<file path="src/rtl/bus_arbiter_rr.sv">
// ============================================================================
// Module  : bus_arbiter_rr
// Purpose : Round-robin bus arbiter for four active-low REQ/GRNT masters,
//           with a hold watchdog that revokes a stuck grant.
// Rev     : 1.0  initial release
// ============================================================================
`default_nettype none

module bus_arbiter_rr #(
  parameter int          MASTER_NUM = 4,
  parameter logic [15:0] HOLD_LIMIT = 16'd1024
) (
  input  logic                  clk,
  input  logic                  reset,
  input  logic [MASTER_NUM-1:0] m_req_,
  output logic [MASTER_NUM-1:0] m_grnt_,
  output logic [1:0]            owner,
  output logic                  owner_vld,
  output logic [15:0]           hold_cnt,
  output logic                  timeout_err
);

  typedef enum logic [0:0] {
    ST_IDLE  = 1'b0,
    ST_GRANT = 1'b1
  } state_t;

  localparam logic [15:0] c_hold_last = HOLD_LIMIT - 16'd1;
  localparam logic [15:0] c_hold_sat  = 16'hFFFF;

  state_t                r_state;
  logic [MASTER_NUM-1:0] r_grnt_;
  logic [1:0]            r_owner;
  logic [1:0]            r_last_owner;
  logic                  r_owner_vld;
  logic [15:0]           r_hold_cnt;
  logic                  r_timeout_err;

  logic [MASTER_NUM-1:0] w_req;
  logic [MASTER_NUM-1:0] w_cand;
  logic [1:0]            w_base;
  logic [1:0]            w_idx;
  logic [1:0]            w_pick;
  logic                  w_found;
  logic                  w_owner_req;
  logic                  w_timeout;
  logic                  w_release;

  assign w_req = ~m_req_;

  // While someone owns the bus the scan starts after the owner and the owner
  // itself is masked out, so a release or a timeout never re-grants it here.
  always_comb begin
    w_base  = (r_state == ST_GRANT) ? r_owner : r_last_owner;
    w_cand  = w_req;
    if (r_state == ST_GRANT) begin
      w_cand[r_owner] = 1'b0;
    end
    w_found = 1'b0;
    w_pick  = 2'd0;
    w_idx   = 2'd0;
    for (int i = 1; i <= MASTER_NUM; i++) begin
      w_idx = w_base + 2'(i);
      if (!w_found && w_cand[w_idx]) begin
        w_found = 1'b1;
        w_pick  = w_idx;
      end
    end
  end

  always_comb begin
    w_owner_req = w_req[r_owner];
    w_timeout   = (r_state == ST_GRANT) && w_owner_req &&
                  (HOLD_LIMIT != 16'd0) && (r_hold_cnt == c_hold_last);
    w_release   = (r_state == ST_GRANT) && (!w_owner_req || w_timeout);
  end

  always_ff @(posedge clk) begin
    if (!reset) begin
      r_state       <= ST_IDLE;
      r_grnt_       <= '1;
      r_owner       <= 2'd0;
      r_last_owner  <= 2'd3;
      r_owner_vld   <= 1'b0;
      r_hold_cnt    <= 16'd0;
      r_timeout_err <= 1'b0;
    end else begin
      r_timeout_err <= w_timeout;
      if (w_release) begin
        r_last_owner <= r_owner;
      end
      if (r_state == ST_GRANT && !w_release) begin
        if (r_hold_cnt != c_hold_sat) begin
          r_hold_cnt <= r_hold_cnt + 16'd1;
        end
      end else if (w_found) begin
        // Fresh grant from IDLE, or a gapless handover on release/timeout.
        r_state     <= ST_GRANT;
        r_owner     <= w_pick;
        r_owner_vld <= 1'b1;
        r_grnt_     <= ~(MASTER_NUM'(1) << w_pick);
        r_hold_cnt  <= 16'd0;
      end else begin
        r_state     <= ST_IDLE;
        r_owner_vld <= 1'b0;
        r_grnt_     <= '1;
        r_hold_cnt  <= 16'd0;
      end
    end
  end

  assign m_grnt_     = r_grnt_;
  assign owner       = r_owner;
  assign owner_vld   = r_owner_vld;
  assign hold_cnt    = r_hold_cnt;
  assign timeout_err = r_timeout_err;

endmodule

`default_nettype wire
</file>
<file path="config.mk">
export PLATFORM = sky130hd
export DESIGN_NAME = bus_arbiter_rr
export DESIGN_NICKNAME = d
export VERILOG_FILES = /design/src/rtl/bus_arbiter_rr.sv
export SDC_FILE = /design/constraint.sdc
export NUM_CORES = 1
export LEC_CHECK = 0
export ABC_CLOCK_PERIOD_IN_PS = 2100
export CORE_UTILIZATION = 33
export DETAILED_ROUTE_END_ITERATION = 10
export GPL_TIMING_DRIVEN = 0
export PLACE_DENSITY_LB_ADDON = 0.2
export SYNTH_ARGS = -nofsm -noshare
export SYNTH_HDL_FRONTEND = slang
export SYNTH_SLANG_ARGS = --single-unit
export TNS_END_PERCENT = 20
</file>
<file path="constraint.sdc">
create_clock -name clk -period 2.1 [get_ports clk]
set_input_delay 0.42 -clock clk [delete_from_list [all_inputs] [get_ports clk]]
set_output_delay 0.42 -clock clk [all_outputs]
set_load 0.02 [all_outputs]
</file>
After elaboration in Yosys (flattened, before gate mapping)
Index checks and enable logic that the tools add are counted.
W data, S select, Z words.
{ "totals": {"ff_bits": 26, "out_inout_bits": 24} }
{ "op_classes": {"n_addsub": 4, "magnitude_cmp": 6, "n_eq_ne": 2, "n_shift": 1, "muxes": 24, "n_bitwise": 5, "n_reduce_logical": 16} }
{ "ops": {"columns": ["operator", "count"], "rows": [
  ["$add A16 B1 Y16 const B", 1],
  ["$eq A16 B10 Y1 const B", 1],
  ["$ne A16 B16 Y1 const B", 1],
  ["$lt A2 B3 Y1 const B", 5],
  ["$not A4 Y4", 3],
  ["$mux W1", 11],
  ["$bmux W1 S2", 5],
  ["$mux W2", 5],
  ["$logic_and A1 B1 Y1", 8],
  ["$mux W4", 2],
  ["$logic_not A1 Y1", 5],
  ["$add A2 B2 Y2 const B", 2],
  ["$and A4 B4 Y4", 1],
  ["$reduce_and A2 Y1", 2],
  ["$shl A1 B2 Y4 const A", 1],
  ["$add A2 B1 Y2 const B", 1],
  ["$demux W1 S2", 1],
  ["$ge A2 B1 Y1 const B", 1],
  ["$logic_or A1 B1 Y1", 1],
  ["$not A1 Y1", 1]
]} }

Longest topological paths before layout
{ "depth": {"ltp_word": 22, "depth_mapped": 7} }

Worst setup path before layout
No wires, ideal clock.
{ "synth_timing": {"kind": "reg-to-reg", "startpoint": "reg owner_vld (netlist name)", "endpoint": "reg r_owner[0], in the netlist owner[0]", "setup_time_ns": 0.116, "arrival_ns": 1.772, "setup_slack_ns": 0.212, "stages_incl_launch_ff": 6, "period_less_slack_ns": 1.888, "path_cell_list": "dfxtp_1 -> buf_4 -> mux2_2 -> o311a_1 -> or4_4 -> o211a_1"} }
{ "synth_lines": {"columns": ["item", "line", "text"], "rows": [
  ["end signal, assigned", "99", "r_owner <= w_pick;"],
  ["end, declared", "33", "logic [1:0] r_owner;"]
]} }

Worst setup path after layout
{ "layout_timing": {"startpoint": "in m_req_[1]", "endpoint": "reg r_owner[0], in the netlist owner[0]"} }
{ "layout_between": {"elab_chain_cells": 16} }
{ "layout_lines": {"columns": ["item", "line", "text"], "rows": [
  ["start, declared", "15", "input logic [MASTER_NUM-1:0] m_req_,"],
  ["$not A4 Y4 *", "49", "assign w_req = ~m_req_;"],
  ["$and A4 B4 Y4 (no source line)", null, null],
  ["$mux W4", "56", "if (r_state == ST_GRANT) begin"],
  ["$bmux W1 S2", "64", "if (!w_found && w_cand[w_idx]) begin"],
  ["$mux W1 (implied by the code)", "64", null],
  ["$mux W1", "64", null],
  ["$logic_not A1 Y1", "64", null],
  ["$logic_and A1 B1 Y1", "64", null],
  ["$mux W1", "64", null],
  ["$logic_not A1 Y1", "64", null],
  ["$logic_and A1 B1 Y1", "64", null],
  ["$mux W1", "64", null],
  ["$logic_not A1 Y1", "64", null],
  ["$logic_and A1 B1 Y1", "64", null],
  ["$mux W1", "64", null],
  ["$reduce_and A2 Y1 (no source line)", null, null]
]} }
Mark *: on every way between the ends. The rest lies on a longest branch, timed or not. The select of a mux whose other input is x is not followed.
A chain may end at the register's enable or synchronous reset.

==> results.cfg <==
[grt]
grt_usage = 0.152
overflow = 0
antenna_found_initial = 0
grt_max_degree = 15
grt_pass1_vias = 1349
grt_pass1_wl_mm = 6.12

[setup_path]
path_class = input pin to flop
start_kind = input pin
crit_arrival_ns = 2.23
cp.required_ns = 2.27
cp_max_fo = 10
end_kind = flop

[clocking]
cts_buffers = 3
cts_sinks = 26
clockBufferDepth = 2
cts_tree = yes
ctsRootBufferMaster = clkbuf_8
clk_latency_ns = 0.27
htree_levels = 1
clk_pin_slew_ns = 0.09

[place]
gp_congestion = 0.755
dp.cells = 249
port_buffers = 28
dp_slack_ns = -0.302
dpl.hpwl_mm = 2.70

[finish]
area_delta_synth_final_pct = 27.3
finalNetCount = 209
finalNonFillerCells = 253
final_cell_mix = 26 x dfxtp_1, 26 x clkdlybuf4s50_1, 18 x nor2_1
final_util = 0.436
drive_gt1_frac = 0.0995
multi_input_area_um2 = 901
fillerInstances = 422
regArea_um2 = 520
n_antenna_cell = 0

[sta]
min_period_ns = 2.06
final_hold_viol_count = 0
rsz0062_at_grt = no
skew_ns = 0.00226
worst_pin_slew_ns = 0.557
slew_violations = 0
fin_setup_tns_ns = 0
fin_crit_sh = 0.979
slew_headroom = 0.619
fmax_mhz = 486
worst_slack_ns = 0.0437
setup_violations = 0

[power_and_ir_drop]
powerDensity_nw_per_um2 = 808
vdd_drop_max_mv = 0.293
p_int_mw = 1.02
pwr-share-seq = 0.389
power_leakage_nw = 0.700
pwr-share-clk = 0.211
switching_share = 0.334
power_mw = 1.53
combPwrFrac = 0.400
p_sw_uw = 512

[logic_synthesis]
synth_edf_count = 0
syn-num-nets = 176
yosys-top-cells-area = dfxtp_1 35%, mux2i_1 4.7%, nor2_1 4.5%
synth_area_um2 = 1490
syn_inst = 169
ys_seq_elements = 26
ys.flop_type = dfxtp_1
syn_avg_cell_area_um2 = 8.83
yosysTopAreaCellShare = 0.349
ys_types = 59
ys_seq_area_frac = 0.349
yosys.area.top_type = dfxtp_1
synth_async_sr_flop_share = 0
yosys_warnings = 0

[floorplanning]
rows = 24
die_h_um = 69.2
dieArea_um2 = 4790
chipWidth_um = 69.2
pin_count = 30
initial_utilization = 0.343
core_um2 = 4350

[status]
status = finished, final reports clean

[detailed_routing]
wl_per_cell_um = 14.2
dr.pass1.iters = 7
routed_wl_mm = 3.59
drc = 0
drt_iter0_drc = 57
vias_per_cell = 5.45
drtAntennaViolNets = 0
vias = 1379

[worst_hold_path]
hold_path_class = input pin to flop

[job]
cap_viol_max_count = 0
[what timing repair did]
item                                    4_1_cts  5_1_grt
hold buffers                                  0        0
endpoints found under the setup margin        1       21
resized for setup                             2        5
setup buffers                                 0        0
[worst paths after layout]
check / from / end / slack [ns] / cells after the start
worst max-delay path: m_req_[1] / owner[0] / 0.04 / 6
worst min-delay path: reset / r_last_owner[1] / 0.44 / 2
worst max register to register: hold_cnt[0] / m_grnt_[3] / 0.20 / 7
worst min register to register: m_grnt_[1] / m_grnt_[1] / 0.50 / 2
[cells by family (layout without fill, tap and decap cells)]
family / Yosys count / count (layout) / synth area share
and+or+nand+nor: 80 / 80 / 0.321
AOI/OAI and AO/OA: 33 / 33 / 0.159
DFF: 26 / 26 / 0.349
buffers and inverters: 11 / 43 / 0.0470
xor gates and xnor gates: 9 / 9 / 0.0529
muxes: 9 / 9 / 0.0621
adders and majority gates: 1 / 1 / 0.00839
[Yosys cell counts, types with 2 or more instances]
master     count
dfxtp_1       26
clkbuf_1       4
nor2_1        18
nand2_1       11
nand3_1        7
nor2b_1        2
nor4bb_1       3
nand2b_1       4
and3_1         5
and4_1         3
xor2_1         2
a2bb2oi_1      2
a21oi_1        8
nand4_1        3
o21ai_1        2
nor3_1         8
mux2i_1        7
inv_1          3
o21ai_0        4
nor4_1         2
xnor2_1        7
[sequential cells by signal, indices dropped and copies added, names as in the netlist]
name,flops
owner_vld,1
m_grnt_,4
hold_cnt,16
owner,2
timeout_err,1
r_last_owner,2
[stage by stage]
| stage | cell area [µm²] | hold WS (ns) |
|---|---|---|
| after floorplan | 1490 | 0.501 |
| after global placement | 1840 | 0.483 |
| after detailed placement | 1840 | 0.489 |
| after CTS | 1890 | 0.443 |
| after global routing | 1900 | 0.465 |
| final | 1900 | 0.444 |
[power by group through the flow]
stage | clock, mW | combinational, mW | sequential, mW
final | 0.324 | 0.614 | 0.596
after floorplan | 0 | 0.387 | 0.649
after CTS | 0.332 | 0.616 | 0.597
after global routing | 0.348 | 0.665 | 0.606
after global placement | 0 | 0.603 | 0.604
after detailed placement | 0 | 0.612 | 0.608
[worst max-delay path, stage by stage]
cell             delay (ns)
clkdlybuf4s50_1        0.48
buf_4                  0.16
and3b_1                0.18
o311a_1                0.30
or4_4                  0.44
o211a_1                0.24
[layer usage]
layer,wire (µm),track usage,up-vias
met5,0,0,-
met4,44,0.0476,0
met3,95,0.0160,5
met2,1850,0.287,22
met1,1600,0.178,665
li1,-,-,687
[layout make-up]
class | instances | area share
Multi-Input combinational cell | 132 | 0.475
Sequential cell | 26 | 0.274
Inverter | 3 | 0.00593
Tap cell | 52 | 0.0343
Timing Repair Buffer | 28 | 0.148
Buffer | 8 | 0.0336
Clock buffer | 4 | 0.0290
No activity file was read; power rests on OpenSTA's default activity.
